`config.mk`:
```
export PLATFORM = sky130hd
export DESIGN_NAME = hub75_line_driver
export DESIGN_NICKNAME = d
export VERILOG_FILES = /design/src/rtl/hub75_pkg.sv /design/src/rtl/hub75_delay_line.sv /design/src/rtl/hub75_line_driver.sv
export SDC_FILE = /design/constraint.sdc
export NUM_CORES = 1
export LEC_CHECK = 0
export ABC_AREA = 1
export CAP_MARGIN = 40
export CORE_UTILIZATION = 48
export CTS_CLUSTER_SIZE = 30
export DETAILED_ROUTE_END_ITERATION = 16
export HOLD_SLACK_MARGIN = 0.02
export PLACE_DENSITY = 0.8
export SLEW_MARGIN = 30
export SYNTH_ARGS = -nofsm -noshare
export SYNTH_HDL_FRONTEND = slang
export SYNTH_SLANG_ARGS = --single-unit
```
`constraint.sdc`:
```
create_clock -name clk -period 2.2 [get_ports clk]
set_clock_uncertainty 0.05 [all_clocks]
set_input_delay 0.44 -clock clk [delete_from_list [all_inputs] [get_ports clk]]
set_output_delay 0.44 -clock clk [all_outputs]
set_load 0.05 [all_outputs]
```
`src/rtl/hub75_pkg.sv`:
```
// Shared types and constants for the HUB75 line driver and its delay line.
// Optional build macro used by the driver: HUB75_BRIGHTNESS_EN.
package hub75_pkg;

    localparam int COLS_W         = 6;
    localparam int ADDR_W         = 5;
    localparam int RGB_W          = 3;
    localparam int BLANK_PRE_DEF  = 2;
    localparam int BLANK_POST_DEF = 2;

    typedef enum logic [1:0] {
        SYNC  = 2'd0,
        PRIME = 2'd1,
        RUN   = 2'd2
    } line_state_e;

    // Successor of a column index with an explicit wrap, so COLS need not be a power of 2.
    function automatic logic [COLS_W-1:0] col_next(input logic [COLS_W-1:0] c, input int cols);
        return (c == COLS_W'(cols - 1)) ? '0 : c + COLS_W'(1);
    endfunction

endpackage

```
`src/rtl/hub75_delay_line.sv`:
```
// DEPTH-stage register chain that aligns the column/address stream with
// the framebuffer read data. Cleared to zero by reset.
module hub75_delay_line #(
    parameter int W     = 12,
    parameter int DEPTH = 1
) (
    input  logic         clk,
    input  logic         rst,
    input  logic [W-1:0] din,
    output logic [W-1:0] dout
);

    logic [DEPTH-1:0][W-1:0] stage_q;
    logic [DEPTH-1:0][W-1:0] stage_d;

    always_comb begin
        stage_d    = '0;
        stage_d[0] = din;
        for (int i = 1; i < DEPTH; i++) begin
            stage_d[i] = stage_q[i-1];
        end
    end

    always_ff @(posedge clk) begin
        if (rst) begin
            stage_q <= '0;
        end else begin
            stage_q <= stage_d;
        end
    end

    assign dout = stage_q[DEPTH-1];

endmodule

```
`src/rtl/hub75_line_driver.sv`:
```
// Turns the scan column/address stream plus framebuffer pixels into HUB75 pins.
// Define HUB75_BRIGHTNESS_EN to add the per-line 'bright' OE window input.
module hub75_line_driver
    import hub75_pkg::*;
#(
    parameter int COLS       = 64,
    parameter int RD_LAT     = 1,
    parameter int BLANK_PRE  = BLANK_PRE_DEF,
    parameter int BLANK_POST = BLANK_POST_DEF
) (
    input  logic              clk,
    input  logic              rst,
    input  logic [COLS_W-1:0] col,
    input  logic [ADDR_W-1:0] addr_in,
    input  logic [RGB_W-1:0]  pix_top,
    input  logic [RGB_W-1:0]  pix_bot,
`ifdef HUB75_BRIGHTNESS_EN
    input  logic [COLS_W-1:0] bright,
`endif
    output logic              hub_clk_en,
    output logic              hub_lat,
    output logic              hub_oe_n,
    output logic [RGB_W-1:0]  hub_rgb_top,
    output logic [RGB_W-1:0]  hub_rgb_bot,
    output logic [ADDR_W-1:0] hub_addr,
    output logic              sync_lost,
    output logic [1:0]        state_dbg
);

    localparam int DL_W = 1 + ADDR_W + COLS_W;

    // A valid bit travels with dc/da so the cleared delay line is never mistaken for column 0.
    logic [DL_W-1:0]   dl_out;
    logic              dv;
    logic [ADDR_W-1:0] da;
    logic [COLS_W-1:0] dc;

    hub75_delay_line #(
        .W     (DL_W),
        .DEPTH (RD_LAT)
    ) u_delay (
        .clk  (clk),
        .rst  (rst),
        .din  ({1'b1, addr_in, col}),
        .dout (dl_out)
    );

    assign {dv, da, dc} = dl_out;

    line_state_e       state_q, state_d;
    logic [COLS_W-1:0] prev_q, prev_d;
    logic              clk_en_q, clk_en_d;
    logic              lat_q, lat_d;
    logic              oe_n_q, oe_n_d;
    logic [RGB_W-1:0]  rgb_top_q, rgb_top_d;
    logic [RGB_W-1:0]  rgb_bot_q, rgb_bot_d;
    logic [ADDR_W-1:0] addr_q, addr_d;
    logic              sync_lost_q, sync_lost_d;

    logic seq_ok;
    logic blank_edge;
    logic window_on;
    logic shift_en;
    logic run_en;

    assign seq_ok     = (dc == col_next(prev_q, COLS));
    assign blank_edge = (dc >= COLS_W'(COLS - BLANK_PRE)) || (dc < COLS_W'(BLANK_POST));

`ifdef HUB75_BRIGHTNESS_EN
    logic [COLS_W-1:0] bright_q, bright_d;
    logic [COLS_W-1:0] bright_cur;
    logic [COLS_W:0]   bright_lim;

    // The value sampled at dc==0 governs the whole line, including that first cycle.
    always_comb begin
        bright_d   = (dv && dc == '0) ? bright : bright_q;
        bright_cur = (dc == '0) ? bright : bright_q;
        bright_lim = (COLS_W+1)'(bright_cur) + (COLS_W+1)'(BLANK_POST);
        window_on  = !blank_edge && ({1'b0, dc} < bright_lim);
    end

    always_ff @(posedge clk) begin
        if (rst) begin
            bright_q <= '0;
        end else begin
            bright_q <= bright_d;
        end
    end
`else
    assign window_on = !blank_edge;
`endif

    always_comb begin
        state_d     = state_q;
        prev_d      = dv ? dc : prev_q;
        clk_en_d    = 1'b0;
        lat_d       = 1'b0;
        oe_n_d      = 1'b1;
        rgb_top_d   = '0;
        rgb_bot_d   = '0;
        addr_d      = (dv && dc == '0) ? da : addr_q;
        sync_lost_d = 1'b0;
        shift_en    = 1'b0;
        run_en      = 1'b0;

        // The state change takes effect in the same cycle as the dc that causes it,
        // so pixel 0 of the priming line is shifted and the first LAT lands on dc==0.
        case (state_q)
            SYNC: begin
                if (dv && dc == '0) begin
                    state_d  = PRIME;
                    shift_en = 1'b1;
                end
            end
            PRIME: begin
                if (!seq_ok) begin
                    state_d     = SYNC;
                    sync_lost_d = 1'b1;
                end else if (dc == '0) begin
                    state_d  = RUN;
                    shift_en = 1'b1;
                    run_en   = 1'b1;
                end else begin
                    shift_en = 1'b1;
                end
            end
            RUN: begin
                if (!seq_ok) begin
                    state_d     = SYNC;
                    sync_lost_d = 1'b1;
                end else begin
                    shift_en = 1'b1;
                    run_en   = 1'b1;
                end
            end
            default: state_d = SYNC;
        endcase

        if (shift_en) begin
            clk_en_d  = 1'b1;
            rgb_top_d = pix_top;
            rgb_bot_d = pix_bot;
        end
        if (run_en) begin
            lat_d  = (dc == '0);
            oe_n_d = !window_on;
        end
    end

    always_ff @(posedge clk) begin
        if (rst) begin
            state_q     <= SYNC;
            prev_q      <= '0;
            clk_en_q    <= 1'b0;
            lat_q       <= 1'b0;
            oe_n_q      <= 1'b1;
            rgb_top_q   <= '0;
            rgb_bot_q   <= '0;
            addr_q      <= '0;
            sync_lost_q <= 1'b0;
        end else begin
            state_q     <= state_d;
            prev_q      <= prev_d;
            clk_en_q    <= clk_en_d;
            lat_q       <= lat_d;
            oe_n_q      <= oe_n_d;
            rgb_top_q   <= rgb_top_d;
            rgb_bot_q   <= rgb_bot_d;
            addr_q      <= addr_d;
            sync_lost_q <= sync_lost_d;
        end
    end

    assign hub_clk_en  = clk_en_q;
    assign hub_lat     = lat_q;
    assign hub_oe_n    = oe_n_q;
    assign hub_rgb_top = rgb_top_q;
    assign hub_rgb_bot = rgb_bot_q;
    assign hub_addr    = addr_q;
    assign sync_lost   = sync_lost_q;
    assign state_dbg   = state_q;

endmodule

```
-- Yosys cells after proc, flatten, opt, wreduce, memory -nomap -nowiden
Index checks and enable logic that the tools add are counted.
- magnitude comparators: 2
- bitwise gates (word level): 3
- add/sub/neg operators: 1
- reductions and logical operators: 9
- eq/ne operators: 7
- multiplexer cells: 15
- operators by type and width (cell ; number):
    12-bit 2-to-1 mux ; 1
    2-bit 2-to-1 mux ; 4
    2-bit OR reduction ; 4
    6-bit by 1-bit adder with 6-bit output (second input constant) ; 1
    6-bit == test ; 1
    6-bit == test (second input constant) ; 1
    6-bit >= comparator (second input constant) ; 1
    6-bit zero test ; 1
    6-bit by 2-bit < comparator with 1-bit output (second input constant) ; 1
    1-bit 2-to-1 mux ; 6
    6-bit 2-to-1 mux ; 1
    2-bit case mux with 3 select lines ; 1
    2-bit inequality test (second input constant) ; 2
    1-bit case mux with 2 select lines ; 2
    3-bit inequality test (second input constant) ; 1
    1-bit NOT ; 3
    3-bit AND reduction ; 1
    2-bit by 1-bit == test with 1-bit output (second input constant) ; 1
    2-bit == test (second input constant) ; 1
    2-bit zero test ; 1
    1-bit logical AND ; 1
    1-bit logical OR ; 1
- bits of input ports: 19
- output and inout bits: 17
- flip-flop bits (word level): 35
- word-level logic and storage cells: 48

-- Longest topological paths before layout
- word-level depth: 7
- depth in mapped cells: 14
- gate-level depth less buffers: 14

-- Modules after synthesis
From an unflattened synthesis, not the netlist that was laid out.
- cells, all modules: 200
- area, all modules: 1519.0 um^2
- modules (own cells, without submodules) (module ; area each (um^2) ; times used ; sequential area each (um^2) ; cells each):
    hub75_line_driver ; 1177.4 ; 1 ; 460.4 ; 163
    hub75_delay_line ; 341.6 ; 1 ; 240.2 ; 37

-- Least setup slack after synthesis
Ideal clock, no wire load.
- kind: reg-to-reg
- start point: reg state_q[0], in the netlist state_dbg[0]
- end point: reg rgb_bot_q[0], in the netlist hub_rgb_bot[0]
- data arrival time: 1.485 ns
- stages on the path, launching flop included: 6
- required time: 2.036 ns
- clock period less this slack: 1.649 ns
- setup time: 0.114 ns
- path buffers: 0
- path slack: 0.551 ns
- cells stage by stage: dfxtp_1 inv_1 ha_1 a31o_2 nand2_2 nor2_1
- word-level cells in the longest chain between the ends: 5
- elaborated cells on any way between the ends: 7
- those cells by class: eq/ne (2); mux (1); bitwise (1); reduce/logical (3)
- RTL lines (element ; line ; source):
    start: declaration ; hub75_line_driver.sv:50 ; line_state_e state_q, state_d;
    start signal: assignment ; hub75_line_driver.sv:162 ; state_q <= state_d;
    2-bit == test / 2-bit by 1-bit == test with 1-bit output (equally long branches) ; hub75_line_driver.sv:108 ; case (state_q)
    2-bit OR reduction (no source line) ; -- ;
    1-bit case mux with 2 select lines (*) ; hub75_line_driver.sv:108 ;
    1-bit NOT (no source line) (*) ; -- ;
    2-bit OR reduction (no source line) (*) ; -- ;
    end signal: assignment ; hub75_line_driver.sv:168 ; rgb_bot_q <= rgb_bot_d;
    end: declaration ; hub75_line_driver.sv:56 ; logic [RGB_W-1:0] rgb_bot_q, rgb_bot_d;
Every way passes the cells marked *; elsewhere a longest branch is shown, timed or not.
A chain may end at the register's enable or synchronous reset.

-- Worst setup path after layout
- start point: reg state_q[0], in the netlist state_dbg[0]
- end point: out state_dbg[0]
- RTL lines (element ; line ; source):
    end: declaration ; hub75_line_driver.sv:27 ; output logic [1:0] state_dbg
No word-level cell between the ends.

==> out/qor.yml <==
yosys:
  muxShareOfSynthArea_pct: 0
  syn_inst: 195
  synth-xor-area-share_pct: 0.594
  synth.distinct_cells: 22
  synth_compound_area_share_pct: 7.97
  synthAdderAreaFrac_pct: 4.24
  syn_nets: 219
  synth-edff-count: 0
  synth_flop_cell: "dfxtp_1"
  synth_top_family_by_area: "simple AND/OR/NAND/NOR gates"
  yosys-top-cells-area: "dfxtp_1 47%, nor2_1 9.7%, inv_1 8.7%, nand2_1 6.1%, ha_1 4.2%"
  ys_warn_count: 0
  synth_top_area_share_pct: 47.5
  synth-simple-area-share_pct: 28.8
  async_flop_share_pct: 0
  synth_most_common_cell: "nor2_1"
  synth_seq_area_share_pct: 47.5
  synth_common_cells: "38 x nor2_1, 35 x dfxtp_1, 34 x inv_1, 24 x nand2_1, 12 x o21ai_0"
  synth_top_area_cell: "dfxtp_1"
  synth_area_mm2: 0.00148
  syn_area_per_cell_um2: 7.56
  yosys_register_bits: 35
sta:
  finalSetupViolations: 0
  max_freq_mhz: 479
  grt_setup_unrepaired: "false"
  report.final.slew_viol_count: 0
  fin_tns_setup_ns: 0
  slew_headroom_pct: 65.4
  period_share_pct: 95.0
  tightest_slew_ns: 0.517
  hold_violations: 0
  finalCriticalPeriod_ns: 2.09
die:
  initial_core_util_pct: 52.1
  pin_count: 36
  placement_rows: 19
  design.core.area_mm2: 0.00283
  die_h_um: 57.4
  die_w_um: 57.4
  dieArea_mm2: 0.00330
final_layout:
  layout-drive-gt1-share_pct: 11.4
  n_fill_cell: 238
  fin_area_mm2: 0.00194
  nets: 259
  antenna-diode-count: 0
  seqCellArea_um2: 701
  syn2layout_area_growth_pct: 31.6
  multi_input_area_um2: 613
pwr:
  p_seq_share_pct: 48.9
  p_clk_share_pct: 32.5
  comb_power_share_pct: 18.7
  switching_share_pct: 28.6
  internal_power_w: 0.00101
  power_density_mw_per_mm2: 732
  switching_power_w: 0.000407
  power.total_w: 0.00142
  p_leak_nw: 0.935
  ir_worst_vdd_uv: 757
global_route:
  grt_pass1_wl_mm: 4.90
  use_met1_pct: 25.2
  grt_pass1_vias: 1139
  use_met2_pct: 29.1
  grt_busiest_layer: "met2"
  antenna_found_initial: 0
  use_met3_pct: 6.80
  track_usage_pct: 19.8
  grt_overflow_total: 0
  grt_max_degree: 14
clock_tree:
  ctsHoldBuffers: 0
  cts-root-buf: "clkbuf_4"
  cts_buffer_depth: 2
  numCtsBuffers: 5
  cts.sinks: 35
  clkTransAtPathRegs_ns: 0.11
  postCtsSetupBuffers: 0
  insertion_delay_ns: 0.34
  post_cts_resized: 0
  cts_tree: "built"
  h-tree-depth: 2
setup_path:
  worstPathRequired_ns: 1.71
  critPathLaunchType: "flip-flop"
  cp_slowest_cell: "clkdlybuf4s50_1"
  path_buf_inv: 1
  crit_path_max_incr_delay_ns: 0.83
  cp-end-kind: "output port"
  crit_family: "buffers and inverters"
  path_class: "flip-flop to output port"
  path_cells: "clkdlybuf4s50_1"
  critPathMaxFanout: 5
  worstPathArrival_ns: 1.60
drt:
  drtAntennaViolNets: 0
  vias: 1281
  viasPerCell: 4.80
  drtPass1Iterations: 4
  drc: 0
  wl_per_cell_um: 10.6
  routed_wl_mm: 2.83
  dr.first_iter.drc_count: 44
place:
  port-buffer-count: 35
  hpwl_mm: 2.14
  routabilityCongestion: 0.896
  place_area_mm2: 0.00186
job:
  maxCapViolations: 0
worst_hold_path:
  hold_class: "flip-flop to flip-flop"
status:
  status: "finished clean"
[power groups by stage]
stage / combinational [W] / clock [W] / sequential [W]
global placement: 0.000263 / 0 / 0.000708
CTS: 0.000266 / 0.000473 / 0.000694
finish: 0.000265 / 0.000462 / 0.000695
detailed placement: 0.000265 / 0 / 0.000709
global route: 0.000295 / 0.000499 / 0.000699
floorplan: 0.000127 / 0 / 0.000756
[flip-flops by register name, indices dropped and copies added, names as in the netlist]
register	count
sync_lost	1
prev_q	6
hub_lat	1
hub_clk_en	1
state_dbg	2
u_delay.dout	12
hub_rgb_bot	3
hub_oe_n	1
hub_addr	5
hub_rgb_top	3
[per-stage QoR]
stage	setup slack (ns)	utilization, %	instances	hold slack, ns
after global placement	0.474	65.8	259	0.387
after detailed placement	0.435	65.8	259	0.393
after CTS	0.0871	68.6	267	0.413
after floorplan	0.551	-	195	0.381
after global routing	0.0399	68.6	267	0.439
final	0.111	68.6	267	0.408
[final timing paths]
kind	slack, ns	depth (start not counted)	startpoint	end
min reg2reg	0.41	2	u_delay.dout[8]	hub_addr[2]
max reg2reg	0.41	11	prev_q[0]	hub_rgb_top[2]
min	0.41	2	u_delay.dout[8]	hub_addr[2]
max	0.11	1	state_dbg[0]	state_dbg[0]
[cell type report]
cell class                 count  area share [%]
clock buffer                   5            1.93
clock inverter                 3            2.26
inverter                      40            7.73
multi-input combinational    117            31.6
sequential                    35            36.1
tap                           31            2.00
timing repair buffer          36            18.4
[cell families after synthesis]
family,count (synthesis)
compound gates,22
xor+xnor,1
fa+ha+maj,5
buf+inv,43
flops,35
simple gates,89
[cells in the final DEF (no fill, tap or decap)]
cell,Yosys,layout
nor2_1,38,38
dfxtp_1,35,35
clkdlybuf4s50_1,0,35
inv_1,34,34
nand2_1,24,24
o21ai_0,12,12
nand3_1,10,10
inv_2,6,6
a21oi_1,6,6
nand4_1,5,5
ha_1,5,5
clkbuf_4,0,5
nand3_2,4,4
nor2_4,3,3
nand2_2,2,2
xnor2_1,1,1
nor2_2,1,1
a31o_2,1,1
o21ai_1,1,1
nor3_1,1,1
a31oi_1,1,1
a21boi_0,1,1
nand4_2,1,1
bufinv_16,0,1
clkinv_4,0,1
clkinv_2,0,1
buf_4,0,1
[layer usage]
metal	share of wire [%]	vias to the layer above	wire length, um
li1	-	682	-
met1	48	552	1360
met2	44	40	1240
met3	5.6	7	159
met4	2.5	0	72
met5	0	-	0
Power figures use the tool's default switching activity.
